--- config.mk ---
export PLATFORM = sky130hd
export DESIGN_NAME = shift_seq_ctrl
export DESIGN_NICKNAME = d
export VERILOG_FILES = /design/src/rtl/shift_seq_pkg.sv /design/src/rtl/shift_seq_dp.sv /design/src/rtl/shift_seq_ctrl.sv
export SDC_FILE = /design/constraint.sdc
export NUM_CORES = 1
export LEC_CHECK = 0
export ABC_AREA = 1
export ABC_CLOCK_PERIOD_IN_PS = 1100
export CAP_MARGIN = 15
export CORE_UTILIZATION = 44
export DETAILED_ROUTE_END_ITERATION = 8
export PLACE_DENSITY_LB_ADDON = 0.05
export SYNTH_ARGS = -nofsm -noshare
export SYNTH_HDL_FRONTEND = slang
export SYNTH_HIERARCHICAL = 1
export SYNTH_SLANG_ARGS = --single-unit
--- constraint.sdc ---
create_clock -name clk -period 1.1 [get_ports clk]
set_input_delay 0.11 -clock clk [delete_from_list [all_inputs] [get_ports clk]]
set_output_delay 0.11 -clock clk [all_outputs]
set_load 0.02 [all_outputs]
--- src/rtl/shift_seq_pkg.sv ---
// Shared definitions for the shift sequencer: op codes, FSM states and
// the shift-count width derivation.
package shift_seq_pkg;

  localparam logic [1:0] OP_LOAD = 2'b00;
  localparam logic [1:0] OP_SHL  = 2'b01;
  localparam logic [1:0] OP_SHR  = 2'b10;
  localparam logic [1:0] OP_ROT  = 2'b11;

  typedef enum logic [1:0] {
    ST_IDLE  = 2'd0,
    ST_LOAD  = 2'd1,
    ST_SHIFT = 2'd2,
    ST_DONE  = 2'd3
  } state_t;

  // Wide enough to hold the value WIDTH itself, not just WIDTH-1.
  function automatic int cnt_w(input int width);
    return $clog2(width) + 1;
  endfunction

endpackage

--- src/rtl/shift_seq_dp.sv ---
// Shift register datapath: parallel load, one-position left/right shift or
// rotate-left per enabled cycle, and capture of the bit pushed out.
module shift_seq_dp #(
  parameter int WIDTH = 4
) (
  input  logic             clk,
  input  logic             i_rst,
  input  logic             i_load,
  input  logic [WIDTH-1:0] i_data,
  input  logic             i_shift_en,
  input  logic             i_dir_right,
  input  logic             i_rot,
  output logic [WIDTH-1:0] o_q,
  output logic             o_ser_out
);

  logic [WIDTH-1:0] r_q;
  logic             r_ser;

  always_ff @(posedge clk) begin
    if (i_rst) begin
      r_q   <= '0;
      r_ser <= 1'b0;
    end else if (i_load) begin
      r_q <= i_data;
    end else if (i_shift_en) begin
      if (i_dir_right) begin
        r_ser <= r_q[0];
        r_q   <= {1'b0, r_q[WIDTH-1:1]};
      end else begin
        r_ser <= r_q[WIDTH-1];
        r_q   <= {r_q[WIDTH-2:0], i_rot ? r_q[WIDTH-1] : 1'b0};
      end
    end
  end

  assign o_q       = r_q;
  assign o_ser_out = r_ser;

endmodule

--- src/rtl/shift_seq_ctrl.sv ---
// Command sequencer for the shift register: accepts one command, counts it
// out one position per clock, pulses done. Rotate is enabled by SHIFT_SEQ_ROT_EN.
module shift_seq_ctrl
  import shift_seq_pkg::*;
#(
  parameter int WIDTH = 4,
  parameter int CNT_W = cnt_w(WIDTH)
) (
  input  logic             clk,
  input  logic             rst,
  input  logic             cmd_valid,
  output logic             cmd_ready,
  input  logic [1:0]       cmd_op,
  input  logic [WIDTH-1:0] cmd_data,
  input  logic [CNT_W-1:0] cmd_count,
  output logic [WIDTH-1:0] q,
  output logic             ser_out,
  output logic             busy,
  output logic             done,
  output logic             err
);

  localparam logic [CNT_W-1:0] MAX_SHIFT = CNT_W'(WIDTH);

  state_t           r_state;
  state_t           w_state_next;
  logic [1:0]       r_op;
  logic [WIDTH-1:0] r_data;
  logic [CNT_W-1:0] r_cnt;
  logic             r_done;
  logic             r_err;

  logic             w_accept;
  logic             w_illegal;
  logic             w_rot_sel;
  logic             w_load;
  logic             w_shift_en;
  logic [CNT_W-1:0] w_count;

`ifdef SHIFT_SEQ_ROT_EN
  assign w_illegal = 1'b0;
  assign w_rot_sel = (r_op == OP_ROT);
`else
  assign w_illegal = (cmd_op == OP_ROT);
  assign w_rot_sel = 1'b0;
`endif

  assign cmd_ready = (r_state == ST_IDLE) && !rst;
  assign busy      = (r_state != ST_IDLE);
  assign w_accept  = cmd_valid && cmd_ready;

  // Logical shifts saturate at WIDTH; rotate runs the full requested count.
  assign w_count = ((cmd_op != OP_ROT) && (cmd_count > MAX_SHIFT)) ? MAX_SHIFT : cmd_count;

  always_comb begin
    w_state_next = r_state;
    w_load       = 1'b0;
    w_shift_en   = 1'b0;
    case (r_state)
      ST_IDLE: begin
        if (w_accept) begin
          if (cmd_op == OP_LOAD)                  w_state_next = ST_LOAD;
          else if (w_illegal || w_count == '0)    w_state_next = ST_DONE;
          else                                    w_state_next = ST_SHIFT;
        end
      end
      ST_LOAD: begin
        w_load       = 1'b1;
        w_state_next = ST_DONE;
      end
      ST_SHIFT: begin
        w_shift_en = 1'b1;
        if (r_cnt == CNT_W'(1)) w_state_next = ST_DONE;
      end
      ST_DONE:  w_state_next = ST_IDLE;
      default:  w_state_next = ST_IDLE;
    endcase
  end

  always_ff @(posedge clk) begin
    if (rst) begin
      r_state <= ST_IDLE;
      r_op    <= OP_LOAD;
      r_data  <= '0;
      r_cnt   <= '0;
      r_done  <= 1'b0;
      r_err   <= 1'b0;
    end else begin
      r_state <= w_state_next;
      r_done  <= (w_state_next == ST_DONE);
      r_err   <= w_accept && w_illegal;
      if (w_accept) begin
        r_op   <= cmd_op;
        r_data <= cmd_data;
        r_cnt  <= w_count;
      end else if (w_shift_en) begin
        r_cnt <= r_cnt - CNT_W'(1);
      end
    end
  end

  assign done = r_done;
  assign err  = r_err;

  shift_seq_dp #(.WIDTH(WIDTH)) u_dp (
    .clk        (clk),
    .i_rst      (rst),
    .i_load     (w_load),
    .i_data     (r_data),
    .i_shift_en (w_shift_en),
    .i_dir_right(r_op == OP_SHR),
    .i_rot      (w_rot_sel),
    .o_q        (q),
    .o_ser_out  (ser_out)
  );

endmodule
After elaboration in Yosys (flattened, before gate mapping)
Index checks and enable logic that the tools add are counted.
{ "word_totals": {"out_inout_bits": 9, "wordCells": 46, "ff_bits": 18, "in_bits": 12} }
{ "op_classes": {"reduce_logical": 13, "muxes": 14, "n_lt_le_gt_ge": 1, "n_addsub": 1, "eq_ne": 8, "bitwise_logic": 1} }
{ "op_table": {"columns": ["op", "n"], "rows": [
  ["$mux W4", 3],
  ["$eq A2 B2 Y1 const B", 5],
  ["$mux W3", 3],
  ["$pmux W2 S4", 1],
  ["$mux W2", 3],
  ["$reduce_bool A2 Y1", 3],
  ["$logic_and A1 B1 Y1", 4],
  ["$logic_not A2 Y1", 2],
  ["$mux W1", 4],
  ["$eq A3 B1 Y1 const B", 1],
  ["$gt A3 B3 Y1 const B", 1],
  ["$logic_not A3 Y1", 1],
  ["$sub A3 B1 Y3 const B", 1],
  ["$eq A2 B1 Y1 const B", 1],
  ["$ne A2 B2 Y1 const B", 1],
  ["$reduce_and A2 Y1", 1],
  ["$logic_not A1 Y1", 1],
  ["$logic_or A1 B1 Y1", 1],
  ["$not A1 Y1", 1]
]} }

Depth between registers and ports, before layout
Gate-level depths: netlist (run 1).
{ "depth": {"word_depth": 10, "mapped_depth": 8, "depth_no_buf": 8} }

Modules after synthesis
The synthesis (run 1) kept the hierarchy.
{ "modules_own_cells": {"columns": ["module", "seq_area_each_um2", "cells_per_inst", "area_per_inst_um2", "n_inst"], "rows": [
  ["shift_seq_ctrl", 260.2, 98, 699.4, 1],
  ["shift_seq_dp", 100.1, 41, 274.0, 1]
]} }

Worst setup path after synthesis (run 1)
OpenSTA, ideal clock, no wires.
{ "synth_path": {"kind": "register to register", "from": "register r_state[0]", "to": "register r_done, in the netlist done", "path_buffers": 0, "path_stages_with_launch": 9, "slack_ns": -0.425, "setup_ns": 0.070, "arrival_time_ns": 1.455, "period_less_slack_ns": 1.525, "path_cell_list": "dfxtp_1 inv_1 ha_1 inv_1 nor2_1 nand3_1 nand3_1 nand2_1 a21oi_1"} }
{ "synth_via": {"elab_chain_len": 6} }
{ "synth_lines": {"columns": ["item", "line", "source"], "rows": [
  ["start: declaration", "shift_seq_ctrl.sv:25", "state_t r_state;"],
  ["start signal: assignment", "shift_seq_ctrl.sv:89", "r_state <= w_state_next;"],
  ["$logic_not A2 Y1", "shift_seq_ctrl.sv:48", "assign cmd_ready = (r_state == ST_IDLE) && !rst;"],
  ["$logic_and A1 B1 Y1", "shift_seq_ctrl.sv:48", null],
  ["via cmd_ready", "shift_seq_ctrl.sv:12", "output logic cmd_ready,"],
  ["$logic_and A1 B1 Y1", "shift_seq_ctrl.sv:50", "assign w_accept = cmd_valid && cmd_ready;"],
  ["$mux W2", "shift_seq_ctrl.sv:61", "if (w_accept) begin"],
  ["$pmux W2 S4", "shift_seq_ctrl.sv:59", "case (r_state)"],
  ["$eq A2 B2 Y1", "shift_seq_ctrl.sv:90", "r_done <= (w_state_next == ST_DONE);"],
  ["end signal: assignment", "shift_seq_ctrl.sv:90", null],
  ["end: declaration", "shift_seq_ctrl.sv:30", "logic r_done;"]
]} }
The timed path passes the listed nets, and every way through them passes these cells.
A chain may end at the register's enable or synchronous reset.

Final worst setup path (run 1)
{ "layout_path": {"from": "register r_state[0]", "to": "register r_state[0]"} }
{ "layout_via": {"elab_chain_len": 5} }
{ "layout_lines": {"columns": ["item", "line"], "rows": [
  ["$logic_not A2 Y1", "shift_seq_ctrl.sv:48, shift_seq_ctrl.sv:59"],
  ["$logic_and A1 B1 Y1", "shift_seq_ctrl.sv:48"],
  ["$logic_and A1 B1 Y1", "shift_seq_ctrl.sv:50"],
  ["$mux W2", "shift_seq_ctrl.sv:61"],
  ["$pmux W2 S4 *", "shift_seq_ctrl.sv:59"]
]} }
Every way passes the cells marked *; elsewhere a longest branch is shown, timed or not.

==> flow_summary.yaml, run 1 <==
timing:
  setup_slack_ps: -164
  period_share: 1.15
  rsz0062_at_grt: "yes"
  setup_violations: 19
  timing_hold_violations_final: 0
  skew_ps: 2.30
  slew_viol_final: 0
  period_minus_slack_ps: 1260
  holdWs_ps: 351
  clock.fmax_mhz: 791
power:
  leakagePower_uw: 0.000714
  power.density_nw_per_um2: 2040
  ir_worst_vdd_mv: 1.58
placement:
  numPortBuffers: 20
  pre_cts_ws_ps: -384
  gp_congestion: 0.849
  dpl.hpwl_mm: 1.76
  dp_cells: 202
floorplanning:
  dieWidth_microns: 49.0
  initial_core_util: 0.481
  rows: 16
  die_y_microns: 49.0
  die_area_sq_um: 2400
  io_pins: 21
  core_sq_um: 2020
clock_tree:
  clkTransAtPathRegs_ps: 110
  cts_tree: "built"
  htreeDepth: 1
  hold_buffers: 0
  clock_path_buffers: 2
  clock-sinks: 18
  root_buffer: "clkbuf_4"
  numCtsBuffers: 3
  clk_latency_ps: 300
layout:
  fin_cells: 210
  mostFrequentLayoutCell: "nand2_1"
  regArea_sq_um: 365
  layout_common_cells: "nand2_1 (30), inv_1 (16), dfxtp_1 (16)"
  nets: 202
  drive_gt1_frac: 0.399
  multi_input_area_sq_um: 684
  diodes: 0
  synthToLayoutAreaGrowth_pct: 61.1
  fin_util: 0.775
  fillCellCount: 155
critical_path:
  worstSetupPathType: "reg -> reg"
  r2r_start: "r_state[0]"
  endpoint_kind: "flop"
  rrSetupSlack_ps: -160
  ff2ff_path_depth: 7
  crit_required_ps: 1330
  cp_max_fo: 6
  start_kind: "flop"
  critPathArrivalTime_ps: 1500
  rr_endpoint: "r_state[0]"
synthesis:
  synth_area_leaders: "dfxtp_1 (37%), nand2_1 (13%), inv_1 (8.1%)"
  ys_ff_latch: 18
  syn_inst: 139
  syn_area_sq_um: 973
  yosysSeqAreaShare: 0.370
  synth.distinct_cells: 22
  synth_top_area_frac: 0.370
  synth.avg_cell_area_sq_um: 7.00
  ys_warn_count: 6
  synth_area_leader_cell: "dfxtp_1"
  synth.net_count: 157
grt:
  grt_usage: 0.229
  grt_pass1_wl_mm: 4.25
  grt_pass1_vias: 1026
  grt.overflow.total: 0
  grt_max_degree: 11
  antenna_found_initial: 0
hold_path:
  worstHoldStart: "cmd_data[2]"
  hold_class: "in -> reg"
  hold_end: "r_data[2]"
  hold-path-cell-count: 3
status:
  status: "finished with violations"
  violations: "setup timing"
run:
  max_cap_viol_count: 0
detailed_routing:
  detail-route-antenna-nets: 0
  vias_per_cell: 4.91
  drc: 0
  first_pass_iters: 4
  wl_mm: 2.60
  via_count: 1031
  initialDrtViolationCount: 11
  avgRoutedWirePerCell_microns: 12.4
## cell type report
class | count | area share
Timing Repair Buffer | 40 | 0.226
Clock buffer | 4 | 0.0231
Multi-Input combinational cell | 98 | 0.437
Sequential cell | 18 | 0.233
Inverter | 23 | 0.0599
Tap cell | 27 | 0.0215
## per-layer routing
metal / global-route usage / share of wire / vias up
li1: - / - / 523
met1: 0.260 / 0.43 / 481
met2: 0.438 / 0.53 / 23
met3: 0.0280 / 0.028 / 4
met4: 0.0735 / 0.011 / 0
met5: 0 / 0 / -
## power by group
| part | switching, uW | internal [uW] | leakage (uW) |
|---|---|---|---|
| clock | 220 | 202 | 0.0000210 |
| combinational | 1050 | 848 | 0.000544 |
| sequential | 83.3 | 806 | 0.000148 |
## what timing repair did
item / 4_1_cts / 5_1_grt
pin swaps: 22 / 9
setup endpoints to repair: 27 / 25
hold endpoints to repair: 0 / 0
resized for setup: 52 / 17
setup buffers: 2 / 1
gates cloned: 1 / 0
## state kept, by name, indices dropped and copies added (netlist names)
name / cells
r_state: 2
r_data: 4
r_op: 2
u_dp/o_q: 4
r_cnt: 3
done: 1
u_dp/o_ser_out: 1
err: 1
## how the worst max path moves through the flow
stage / startpoint / to / cells past startpoint / slack [ps]
4_1_cts: r_state[0] / r_state[0] / 8 / -180
3_3_place_gp: rst / cmd_ready / 3 / -360
2_1_floorplan: r_state[1] / done / 8 / -50
3_5_place_dp: rst / cmd_ready / 3 / -380
5_1_grt: r_state[0] / cmd_ready / 5 / -210
6_report: r_state[0] / r_state[0] / 7 / -160
## cells in the mapped netlist, drive strengths merged
library cell / instances
a21boi: 4
nand2: 36
nor3: 1
o21ai: 5
conb: 1
nand3: 16
buf: 1
inv: 23
a21oi: 11
dfxtp: 18
ha: 6
nor2: 15
o21bai: 1
xnor2: 1
## worst max-delay path, cell delays in order, from the launching register on
cell,delay (ps)
dfxtp_4,370
inv_4,60
ha_4,150
buf_6,120
nand3_4,150
a21oi_2,170
nand2_2,80
a21oi_1,110
## per-stage QoR
step | TNS (ps) | total power [uW] | area (sq um)
detailed placement | -4830 | 2390 | 1350
finish | -2180 | 3200 | 1570
global route | -3200 | 3420 | 1570
floorplan | -127 | 1850 | 1000
global placement | -4220 | 2320 | 1350
CTS | -2050 | 3120 | 1540
## cells by family after synthesis
family                     share of synthesized area
AOI/OAI and AO/OA                              0.125
buffers and inverters                          0.100
other                                        0.00385
xor gates and xnor gates                     0.00900
and+or+nand+nor                                0.315
DFF                                            0.370
adders and majority gates                     0.0771
Note: power is estimated with default switching activity, not from simulation.
==> run 2, diff against run 1 <==
Settings changed: CORE_MARGIN from default to 5.
==> flow_summary.yaml, run 2 (synthesis gave the netlist of run 1 again) <==
critical_path:
  start_kind: "flop"
  rr_endpoint: "done"
  endpoint_kind: "flop"
  cp_max_fo: 7
  critical-path-slowest-cell: "dfxtp_4"
  worstPathCellList: "inv_4 > ha_4 > buf_6 > nand3_4 > nor2_2 > nand2_1 > nand2_2 > a21oi_1"
  crit_required_ps: 1290
  r2r_start: "r_state[0]"
  critPathArrivalTime_ps: 1460
  cpLargestDelayFamily: "simple AND/OR/NAND/NOR gates"
  critical-path-max-stage-delay_ps: 360
  cp.depth: 8
  path_buf_inv: 2
  rrSetupSlack_ps: -160
  ff2ff_path_depth: 8
  worstSetupPathType: "reg -> reg"
clock_tree:
  root_buffer: "clkbuf_4"
  clk_latency_ps: 290
  hold_buffers: 0
  clock-sinks: 18
  htreeDepth: 1
  clkTransAtPathRegs_ps: 100
  cts_tree: "built"
  numCtsBuffers: 3
  clock_path_buffers: 2
layout:
  drive_gt1_frac: 0.418
  diodes: 0
  layout_common_cells: "nand2_1 (26), inv_1 (17), dfxtp_1 (16), buf_4 (16), clkdlybuf4s50_1 (11)"
  stdcell_area_sq_um: 1580
  fillCellCount: 190
  mostFrequentLayoutCell: "nand2_1"
  fin_cells: 212
  nets: 203
  synthToLayoutAreaGrowth_pct: 62.0
timing:
  holdWs_ps: 375
  period_minus_slack_ps: 1260
  clock.fmax_mhz: 791
  period_share: 1.15
  skew_ps: 1.09
  setup_violations: 19
  rsz0062_at_grt: "yes"
  setup_slack_ps: -164
  slew_viol_final: 0
  timing_hold_violations_final: 0
floorplanning:
  initial_core_util: 0.449
  die_y_microns: 57.0
  core_sq_um: 2170
  rows: 17
  dieWidth_microns: 57.0
  io_pins: 21
  die_area_sq_um: 3250
power:
  power_uw: 3170
  ir_worst_vdd_mv: 1.46
  power.density_nw_per_um2: 2010
  leakagePower_uw: 0.000710
detailed_routing:
  initialDrtViolationCount: 11
  drc: 0
  avgRoutedWirePerCell_microns: 12.1
  first_pass_iters: 4
  wl_mm: 2.56
  vias_per_cell: 4.97
  via_count: 1053
  detail-route-antenna-nets: 0
grt:
  antenna_found_initial: 0
  grt.overflow.total: 0
  grt_max_degree: 11
  grt_pass1_vias: 1077
  grt_usage: 0.174
  grt_pass1_wl_mm: 4.52
placement:
  numPortBuffers: 20
  dp_cells: 203
  place_area_sq_um: 1360
  gp_congestion: 0.798
  dpl.hpwl_mm: 1.81
  pre_cts_ws_ps: -370
status:
  status: "finished with violations"
  violations: "setup timing"
hold_path:
  hold_end: "r_data[0]"
  hold_class: "in -> reg"
  hold-path-cell-count: 3
  worstHoldStart: "cmd_data[0]"
run:
  max_cap_viol_count: 0
run 2: cell count changes in the layout (fill, tap and decap cells not counted):
cell	previous run	this run
nand2_1	30	26
nand2_2	5	9
dlygate4sd2_1	2	0
a21boi_0	2	3
a21boi_1	2	1
buf_4	15	16
clkbuf_2	3	4
clkdlybuf4s15_1	2	3
inv_1	16	17
inv_2	5	4
nor2_1	8	9
nor2_4	4	3
run 2: cell type report:
cell class / count / area, sq um / share of cell area
inverters: 23 / 93.8 / 0.0595
well taps: 28 / 35.0 / 0.0222
multi-input cells: 98 / 687 / 0.436
flip-flops and latches: 18 / 365 / 0.232
clock buffers: 4 / 36.3 / 0.0230
repair buffers: 41 / 359 / 0.228
run 2: how the worst max path moves through the flow:
stage               startpoint         end  slack (ps)
floorplan           r_state[1]        done         -50
global placement           rst   cmd_ready        -360
detailed placement         rst   cmd_ready        -370
CTS                 r_state[0]  r_state[0]        -180
global route        r_state[0]  r_state[0]        -250
finish              r_state[0]        done        -160
run 2: where the power goes:
group / internal, uW / switching [uW] / total [uW] / leakage, uW
Clock: 201 / 206 / 407 / 0.0000210
Combinational: 858 / 1010 / 1870 / 0.000540
Sequential: 806 / 87.0 / 893 / 0.000148
run 2: what timing repair did:
item                                    4_1_cts  5_1_grt
endpoints found under the hold margin         0        0
buffers inserted                              4        0
gates resized for setup                      49       23
gates cloned                                  1        0
pin swaps                                    23       11
endpoints found under the setup margin       27       27
run 2: layer usage:
| layer | part of all wire | wire [microns] | global-route usage |
|---|---|---|---|
| met1 | 0.40 | 1030 | 0.197 |
| met2 | 0.55 | 1420 | 0.320 |
| met3 | 0.033 | 84 | 0.0362 |
| met4 | 0.010 | 26 | 0.0596 |
| met5 | 0 | 0 | 0 |
run 2: stage by stage:
stage / util / TNS [ps]
after detailed placement: 0.625 / -4870
after global routing: 0.727 / -3390
after floorplan: - / -127
after CTS: 0.714 / -2170
after global placement: 0.625 / -4400
final: 0.727 / -2110
run 2: worst min-delay path, stage by stage:
cell             delay (ps)
clkdlybuf4s50_1         410
nand2_2                  70
nand2_1                  40
==> run 3, diff against run 2 <==
Settings changed: REMOVE_ABC_BUFFERS from default to 1.
==> flow_summary.yaml, run 3 (synthesis gave the netlist of run 1 again) <==
detailed_routing:
  via_count: 1099
  first_pass_iters: 4
  vias_per_cell: 5.09
  initialDrtViolationCount: 25
  wl_mm: 2.98
  drc: 0
  avgRoutedWirePerCell_microns: 13.8
  detail-route-antenna-nets: 0
power:
  power_uw: 3400
  switching_share: 0.417
  ir_worst_vdd_mv: 1.94
  combPwrFrac: 0.611
  power.switching_uw: 1420
  power.density_nw_per_um2: 2080
  p_int_uw: 1980
  clockPowerShare: 0.125
  leakagePower_uw: 0.000747
  pwr-share-seq: 0.264
critical_path:
  cp_max_fo: 3
  rr_endpoint: "done"
  r2r_start: "r_state[0]"
  critical-path-slowest-cell: "dfxtp_4"
  critical-path-max-stage-delay_ps: 370
  crit_required_ps: 1340
  rrSetupSlack_ps: -200
  ff2ff_path_depth: 10
  worstPathCellList: "inv_4 > ha_4 > inv_4 > nor2_4 > buf_4 > buf_6 > nand3_2 > nand3_2 > nand2_2 > a21oi_2"
  start_kind: "flop"
  worstSetupPathType: "reg -> reg"
  critPathArrivalTime_ps: 1540
  endpoint_kind: "flop"
clock_tree:
  clk_latency_ps: 300
  cts_tree: "built"
  htreeDepth: 1
  clock_path_buffers: 2
  numCtsBuffers: 3
  clkTransAtPathRegs_ps: 120
  root_buffer: "clkbuf_4"
  hold_buffers: 0
  clock-sinks: 18
floorplanning:
  die_y_microns: 57.0
  core_sq_um: 2170
  io_pins: 21
  rows: 17
  die_area_sq_um: 3250
  initial_core_util: 0.449
  dieWidth_microns: 57.0
placement:
  dpl.hpwl_mm: 1.85
  gp_congestion: 0.824
  dp_cells: 205
  pre_cts_ws_ps: -469
  numPortBuffers: 20
hold_path:
  hold_class: "in -> reg"
  hold_end: "u_dp/o_q[2]"
  worstHoldStart: "rst"
  hold-path-cell-count: 3
layout:
  nets: 207
  fin_util: 0.752
  diodes: 0
  layout_common_cells: "nand2_1 (31), inv_1 (16), dfxtp_1 (16), buf_4 (16), nor2_1 (12)"
  fin_cells: 216
  synthToLayoutAreaGrowth_pct: 67.6
  mostFrequentLayoutCell: "nand2_1"
  drive_gt1_frac: 0.410
  regArea_sq_um: 365
  fillCellCount: 174
  multi_input_area_sq_um: 688
status:
  status: "finished with violations"
  violations: "setup timing"
grt:
  antenna_found_initial: 0
  grt_pass1_vias: 1107
  grt_pass1_wl_mm: 4.93
  grt.overflow.total: 0
  grt_max_degree: 11
  grt_usage: 0.199
timing:
  setup_slack_ps: -203
  skew_ps: 8.53
  rsz0062_at_grt: "yes"
  period_share: 1.18
  slew_viol_final: 0
  timing_hold_violations_final: 0
  fin_setup_tns_ps: -2030
  period_minus_slack_ps: 1300
  setup_violations: 20
  clock.fmax_mhz: 767
run:
  max_cap_viol_count: 0
run 3: cell types whose count changed in the layout (fill, tap and decap cells not counted), sizes merged:
| cell | change |
|---|---|
| clkdlybuf4s50 | -1 |
| clkinv | -1 |
| dlymetal6s2s | +1 |
| inv | +1 |
| buf | +4 |
run 3: metrics by stage:
| step | hold WS [ps] | instance area, sq um |
|---|---|---|
| final | 243 | 1630 |
| after floorplan | 179 | 962 |
| after global routing | 249 | 1630 |
| after detailed placement | 459 | 1340 |
| after global placement | 455 | 1340 |
| after CTS | 332 | 1580 |
run 3: metal layers:
metal | global-route usage | vias up | share of wire
li1 | - | 539 | -
met1 | 0.197 | 513 | 0.39
met2 | 0.380 | 33 | 0.54
met3 | 0.0362 | 14 | 0.031
met4 | 0.116 | 0 | 0.042
met5 | 0 | - | 0
run 3: area by class of cell:
type / count / area share
inverters: 23 / 0.0590
clock buffers: 4 / 0.0222
well taps: 28 / 0.0215
flip-flops and latches: 18 / 0.224
repair buffers: 45 / 0.252
multi-input cells: 98 / 0.422
run 3: power groups by stage:
stage / clock (uW) / sequential, uW / combinational (uW)
after detailed placement: 0 / 885 / 1410
after CTS: 435 / 892 / 1890
after floorplan: 0 / 926 / 786
after global placement: 0 / 876 / 1370
after global routing: 479 / 914 / 2250
final: 427 / 897 / 2080
run 3: how the worst max path moves through the flow:
stage                    start   endpoint  slack, ps  depth (start not counted)
finish              r_state[0]       done       -200                         10
global route        r_state[0]       done       -260                         10
CTS                 r_state[0]       busy       -200                          5
detailed placement  r_state[0]  cmd_ready       -470                          5
global placement    r_state[0]  cmd_ready       -400                          5
floorplan           r_state[0]       done       -420                          8
run 3: worst max-delay path: cells and delay by family, from the launching register on:
kind,cells,cell delay (ps)
AOI/OAI and AO/OA,1,90
adders and majority gates,1,170
buffers and inverters,4,340
and+or+nand+nor,4,270
DFF,1,370
run 3: what timing repair did:
item	4_1_cts	5_1_grt
pin swaps	11	5
gates cloned	1	0
buffers inserted	4	2
setup endpoints to repair	27	27
resized for setup	63	25
